==> src/rtl/uart_echo_buffer.sv <==
// Receive FIFO between the UART receiver and transmitter, drained by a transmit FSM
// that echoes either byte-by-byte (stream) or in whole frames of FRAME_LEN bytes.
module uart_echo_buffer #(
    parameter int unsigned DATA_WIDTH = 8,
    parameter int unsigned DEPTH      = 16,
    parameter int unsigned FRAME_LEN  = 4
) (
    input  logic                    CLK100MHZ,
    input  logic                    CPU_RESETN,
    input  logic                    mode,
    input  logic [DATA_WIDTH-1:0]   rx_data,
    input  logic                    rx_ready,
    input  logic                    tx_busy,
    input  logic                    clear_overflow,
    output logic                    tx_start,
    output logic [DATA_WIDTH-1:0]   tx_data,
    output logic [$clog2(DEPTH):0]  fifo_count,
    output logic                    overflow
);

    localparam int unsigned AW = $clog2(DEPTH);
    localparam int unsigned CW = AW + 1;

    typedef enum logic [1:0] {
        IDLE,
        START,
        WAIT_BUSY,
        WAIT_DONE
    } state_t;

    state_t                  state;
    state_t                  state_next;
    logic [DATA_WIDTH-1:0]   mem [DEPTH];
    logic [AW-1:0]           wr_ptr;
    logic [AW-1:0]           rd_ptr;
    logic [CW-1:0]           frame_left;
    logic                    mode_q;
    logic                    eff_mode;
    logic                    load;
    logic                    pop;
    logic                    push;
    logic                    full;
    logic                    drop;

    // While a frame is in progress the latched mode governs; otherwise the live input does.
    always_comb begin
        eff_mode = (frame_left != '0) ? mode_q : mode;
        if (!eff_mode || frame_left != '0) begin
            load = (fifo_count != '0);
        end else begin
            load = (fifo_count >= CW'(FRAME_LEN));
        end
    end

    assign full = (fifo_count == CW'(DEPTH));
    assign push = rx_ready && (!full || pop);
    assign drop = rx_ready && full && !pop;

    always_ff @(posedge CLK100MHZ or negedge CPU_RESETN) begin
        if (!CPU_RESETN) begin
            state <= IDLE;
        end else begin
            state <= state_next;
        end
    end

    always_comb begin
        state_next = state;
        case (state)
            IDLE:      if (load) state_next = START;
            START:     state_next = WAIT_BUSY;
            WAIT_BUSY: if (tx_busy) state_next = WAIT_DONE;
            WAIT_DONE: if (!tx_busy) state_next = IDLE;
            default:   state_next = IDLE;
        endcase
    end

    always_comb begin
        tx_start = (state == START);
        pop      = (state == START);
    end

    always_ff @(posedge CLK100MHZ) begin
        if (push) begin
            mem[wr_ptr] <= rx_data;
        end
    end

    always_ff @(posedge CLK100MHZ or negedge CPU_RESETN) begin
        if (!CPU_RESETN) begin
            wr_ptr     <= '0;
            rd_ptr     <= '0;
            fifo_count <= '0;
            overflow   <= 1'b0;
        end else begin
            if (push) wr_ptr <= wr_ptr + 1'b1;
            if (pop)  rd_ptr <= rd_ptr + 1'b1;
            if (push && !pop) begin
                fifo_count <= fifo_count + 1'b1;
            end else if (pop && !push) begin
                fifo_count <= fifo_count - 1'b1;
            end
            if (drop) begin
                overflow <= 1'b1;
            end else if (clear_overflow) begin
                overflow <= 1'b0;
            end
        end
    end

    // mode_q only follows mode between frames, so a started frame always runs to completion.
    always_ff @(posedge CLK100MHZ or negedge CPU_RESETN) begin
        if (!CPU_RESETN) begin
            tx_data    <= '0;
            frame_left <= '0;
            mode_q     <= 1'b0;
        end else if (state == IDLE) begin
            if (frame_left == '0) mode_q <= mode;
            if (load) begin
                tx_data <= mem[rd_ptr];
                if (eff_mode && frame_left == '0) frame_left <= CW'(FRAME_LEN);
            end
        end else if (state == START && mode_q && frame_left != '0) begin
            frame_left <= frame_left - 1'b1;
        end
    end

endmodule
==> config.mk <==
export PLATFORM = sky130hd
export DESIGN_NAME = uart_echo_buffer
export DESIGN_NICKNAME = d
export VERILOG_FILES = /design/src/rtl/uart_echo_buffer.sv
export SDC_FILE = /design/constraint.sdc
export NUM_CORES = 1
export LEC_CHECK = 0
export CAP_MARGIN = 20
export CORE_AREA = 2 2 77 153
export CTS_CLUSTER_DIAMETER = 120
export DETAILED_ROUTE_END_ITERATION = 6
export DIE_AREA = 0 0 79 155
export GPL_ROUTABILITY_DRIVEN = 0
export PLACE_DENSITY = 0.82
export SYNTH_ARGS = -nofsm -noshare
export SYNTH_HDL_FRONTEND = slang
export SYNTH_SLANG_ARGS = --single-unit
==> constraint.sdc <==
create_clock -name CLK100MHZ -period 3.2 [get_ports CLK100MHZ]
set_input_delay 0.64 -clock CLK100MHZ [delete_from_list [all_inputs] [get_ports CLK100MHZ]]
set_output_delay 0.64 -clock CLK100MHZ [all_outputs]
set_load 0.02 [all_outputs]
# Yosys cells after proc, flatten, opt, wreduce, memory -nomap -nowiden
# Memory sizes are Yosys's and may differ from the RTL's. A register that Yosys moved wholly into a read port is not among the register bits.
# Index checks and enable logic that the tools add are counted.
# totals
ramBits	128
mem_count	1
regBits	22
latchBits	0
romBits	0
output_inout_bits	15
word_cells	64
# mem_list
name	depth	word_bits	read_ports	rd_ports_with_merged_regs	write_ports	line	rtl
mem	16	8	1	1	1	33	logic [DATA_WIDTH-1:0] mem [DEPTH];
# classes
shift	0
n_addsub	5
bitwise	0
reduce_logical	26
eq_ne	8
multipliers	0
div_mod_pow	0
muxes	16
order_cmp	1
# ops
op	n
$mux 5	6
$reduce_bool 5->1	2
$sub 5x1->5 const B	2
$add 4x1->4 const B	2
$logic_and 1x1->1	8
$pmux 2 s4	1
$mux 1	6
$mux 2	3
$ne 2x2->1 const B	3
$reduce_and 3->1	2
$reduce_bool 2->1	3
$add 5x1->5 const B	1
$eq 5x5->1 const B	1
$ge 5x3->1 const B	1
$logic_not 1->1	5
$logic_not 5->1	1
$eq 2x2->1 const B	2
$reduce_and 2->1	2
$eq 2x1->1 const B	1
$logic_not 2->1	1
$logic_or 1x1->1	2
$ne 2x1->1 const B	1

# Logic depth before layout (Yosys ltp)
# logic_depth
word_depth	8
mapped_depth	13

# Worst setup path before layout
# OpenSTA, ideal clock, no wires.
# synth_path
path_type	reg2reg
from	reg state[1]
to	reg fifo_count[4]
synth_period_minus_slack_ps	2593
stages_incl_launch_ff	14
setup_slack_ps	607
arrival_ps	2512
required_time_ps	3119
cell_sequence	dfrtp_1 inv_1 ha_1 inv_1 nand3_1 nand2_1 inv_2 ha_1 inv_1 ha_1 a21o_1 a21oi_1 mux2i_1 xnor2_1
# synth_via
elab_chain_len	6
elab_cells_between_ends	9
# synth_lines
element	line	rtl
from (decl)	31	state_t state;
from (signal assigned)	63	state <= state_next;
$eq 2x1->1 *	-	
via tx_start	15	output logic tx_start,
$logic_or 1x1->1 *	56	assign push = rx_ready && (!full || pop);
$logic_and 1x1->1 *	56	
via push	41	logic push;
$logic_not 1->1	100	end else if (pop && !push) begin
$logic_and 1x1->1	100	
$reduce_bool 2->1 (no line)	-	
to (signal assigned)	99	fifo_count <= fifo_count + 1'b1;
to (signal assigned)	101	fifo_count <= fifo_count - 1'b1;
to (decl)	17	output logic [$clog2(DEPTH):0] fifo_count,
# Mark *: on every way through the listed nets, which the timed path passes. The rest lies on a longest branch.
# A chain may end at the register's enable or synchronous reset.

# Worst setup path after layout
# layout_path
from	reg fifo_count[1]
to	reg fifo_count[4]
# layout_via
elab_chain_len	7
elab_cells_between_ends	12
# layout_lines
element	line	rtl
$eq 5x5->1 *	55	assign full = (fifo_count == CW'(DEPTH));
$logic_not 1->1 *	56	
$logic_or 1x1->1 *	56	
$logic_and 1x1->1 *	56	
via push	41	
$logic_not 1->1	100	
$logic_and 1x1->1	100	
$reduce_bool 2->1 (no line)	-	
# Mark *: on every way through the listed nets, which the timed path passes. The rest lies on a longest branch. The select of a mux whose other input is x is not followed.

==> impl_metrics.tcl <==
set metrics [dict create \
    status "completed" \
    synth_top_area_cell "edfxtp_1" \
    grt_pass1_vias 3685 \
    cts_tree "yes" \
    final_nets 429 \
    dp.cells 521 \
    r2r-start "fifo_count[1]$_DFFE_PN0P_" \
    ff2ff_path_depth 11 \
    cts_resized 0 \
    yosys_warnings 0 \
    firstDrtPassIters 4 \
    mostFrequentLayoutCell "edfxtp_1" \
    crit_chain "nor4_1 > nand3_1 > nand2_1 > inv_2 > ha_1 > inv_1 > ha_1 > a21o_1 > a21oi_1 > mux2i_1 > xnor2_1" \
    die_w_um 79 \
    crit_slowest_cell "nor4_1" \
    finalPower_uw 7250 \
    grt_max_degree 31 \
    die_area_um2 12200 \
    critical_path_buf_inv_count 2 \
    ys_seq_area_share_pct 70.4 \
    tns_ns 0 \
    rsz0062_at_grt "no" \
    h-tree-depth 4 \
    worst-path-stages 11 \
    period_share_pct 89.9 \
    cts_buffers 17 \
    ctsHoldBuffers 0 \
    cts_sinks 158 \
    ir_worst_vdd_mv 0.646 \
    antenna_found_initial 0 \
    synth_top_area_share_pct 58.9 \
    grt_pass1_wl_um 21000 \
    die_y_um 155 \
    drt_iter0_drc 291 \
    cts_setup_buffers 0 \
    drcViolationCount 0 \
    root_buffer "clkbuf_16" \
    track_usage_pct 23.8 \
    synth.distinct_cells 40 \
    synth_fp_nets 393 \
    netlist_area_um2 6520 \
    via_per_inst 6.12 \
    rows 55 \
    finish.instance_area_um2 7540 \
    syn_inst 362 \
    synth_edf_count 128 \
    numPortBuffers 28 \
    clock_latency_ns 0.42 \
    required_ns 3.53 \
    hold_depth 2 \
    path_delay_family "simple AND/OR/NAND/NOR gates" \
    synthArstFlopShare_pct 19.0 \
    synthTopCellsByArea "edfxtp_1, dfrtp_1, mux4_2" \
    cp_max_fo 10 \
    min-delay-start "mode_q$_DFFE_PN0P_" \
    critPathMaxStageDelay_ns 0.48 \
    cp-end-kind "flop" \
    crit_top_cell "ha_1" \
    pin_count 29 \
    hpwl_um 8370 \
    max_freq_mhz 348 \
    ys_ff_latch 158 \
    worst-r2r-setup-slack_ns 0.32 \
    synth_flop_cell "edfxtp_1" \
    setup_violations 0 \
    pwr_density_cell_nw_per_um2 960 \
    avgSynthCellArea_um2 18.0 \
    start_util_pct 58.5 \
    wl_um 13200 \
    p_leak_uw 0.00271 \
    worst_slew_pin_slew_ns 0.842 \
    hold_viol 0 \
    reg2reg_to "fifo_count[4]$_DFFE_PN0P_" \
    hold_path_class "reg -> reg" \
    slew_headroom_pct 43.9 \
    drive_gt1_share_pct 18.2 \
    placed_area_um2 6940 \
    min_to "mode_q$_DFFE_PN0P_" \
    syn_to_final_growth_pct 15.6 \
    holdWs_ns 0.492 \
    core-area_um2 11100 \
    finalCriticalPeriod_ns 2.88 \
    grt_overflow 0 \
    slew_viol_final 0 \
    final_cell_mix "edfxtp_1, mux4_2, dfrtp_1" \
    drv_cap 0 \
    ant_nets 0 \
    clk_path_buf_depth 2 \
    antenna_cells 0 \
    vias 3385 \
    start_kind "flop" \
    critical_path_class "reg -> reg" \
    final-instance-count-excl-fill 553 \
    path_clk_slew_ns 0.07 \
    finClkSkew_ns 0.00978 \
    wire_per_inst_um 23.9 \
    worstPathArrival_ns 3.21 \
]
-- worst reg2reg max path, delay by kind of cell (launching register included) --
| kind | cells | cell delay, ns |
|---|---|---|
| muxes | 1 | 0.24 |
| xor gates and xnor gates | 1 | 0.15 |
| buffers and inverters | 2 | 0.26 |
| and+or+nand+nor | 3 | 0.83 |
| DFF | 1 | 0.43 |
| adders and majority gates | 2 | 0.53 |
| AOI/OAI and AO/OA | 2 | 0.35 |
-- report_power, final --
part           switching [uW]  internal [uW]  total [uW]  leakage (uW)
Clock                     849           1180        2030      0.000291
Combinational            1150           1080        2230      0.000901
Sequential                396           2590        2990       0.00151
-- cells by family (layout without fill, tap and decap cells) --
logic type,after synthesis,in the layout,share of synthesized area [%]
buffers and inverters,32,81,2.44
DFF,158,158,70.4
and+or+nand+nor,69,69,5.72
muxes,51,51,14.0
adders and majority gates,17,17,3.38
AOI/OAI and AO/OA,24,24,2.59
xor gates and xnor gates,11,11,1.48
-- layer usage --
layer	track usage, %	routed length (um)	vias up
met4	9.20	374	0
met3	5.34	550	26
met2	41.3	7410	111
li1	-	-	1491
met1	28.8	4860	1757
met5	0	0	-
-- state kept, by name (all words and copies together), names as in the netlist --
name / count
wr_ptr: 4
mem: 128
tx_data: 8
rd_ptr: 4
frame_left: 5
mode_q: 1
fifo_count: 5
state: 2
overflow: 1
-- stage by stage --
| step | utilization, % | worst slack (ns) |
|---|---|---|
| 2_1_floorplan | - | 0.607 |
| 3_3_place_gp | 62.3 | 0.430 |
| 3_5_place_dp | 62.3 | 0.327 |
| 4_1_cts | 67.7 | 0.342 |
| 5_1_grt | 67.7 | 0.0670 |
| 6_report | 67.7 | 0.325 |
-- worst max path at each step --
stage | from | slack [ns] | to
2_1_floorplan | state[1]$_DFFE_PN0P_ | 0.61 | fifo_count[4]$_DFFE_PN0P_
3_3_place_gp | rx_ready | 0.43 | fifo_count[4]$_DFFE_PN0P_
3_5_place_dp | rx_ready | 0.33 | fifo_count[4]$_DFFE_PN0P_
4_1_cts | state[1]$_DFFE_PN0P_ | 0.34 | fifo_count[4]$_DFFE_PN0P_
5_1_grt | state[1]$_DFFE_PN0P_ | 0.07 | fifo_count[4]$_DFFE_PN0P_
6_report | fifo_count[1]$_DFFE_PN0P_ | 0.32 | fifo_count[4]$_DFFE_PN0P_
-- cells in the mapped netlist, types with 2 or more instances --
library cell	instances
mux2i_1	18
buf_4	4
and4_1	4
clkbuf_1	4
a21oi_1	3
nand2_1	25
mux4_2	32
o21ai_0	7
nand3_1	9
o221ai_1	8
ha_1	16
and2_1	4
and3_1	8
nor3_1	2
nand4_1	2
edfxtp_1	128
xor2_1	3
xnor2_1	8
inv_1	16
dfrtp_1	30
buf_2	5
nor2_1	8
-- layout make-up --
type / instances / area, um2
Sequential cell: 158 / 4600
Clock buffer: 17 / 425
Tap cell: 142 / 178
Timing Repair Buffer: 32 / 335
Multi-Input combinational cell: 172 / 1770
Inverter: 17 / 63.8
Clock inverter: 15 / 175
Fill cell: 726 / 3600
Note: power is estimated with default switching activity, not from simulation.
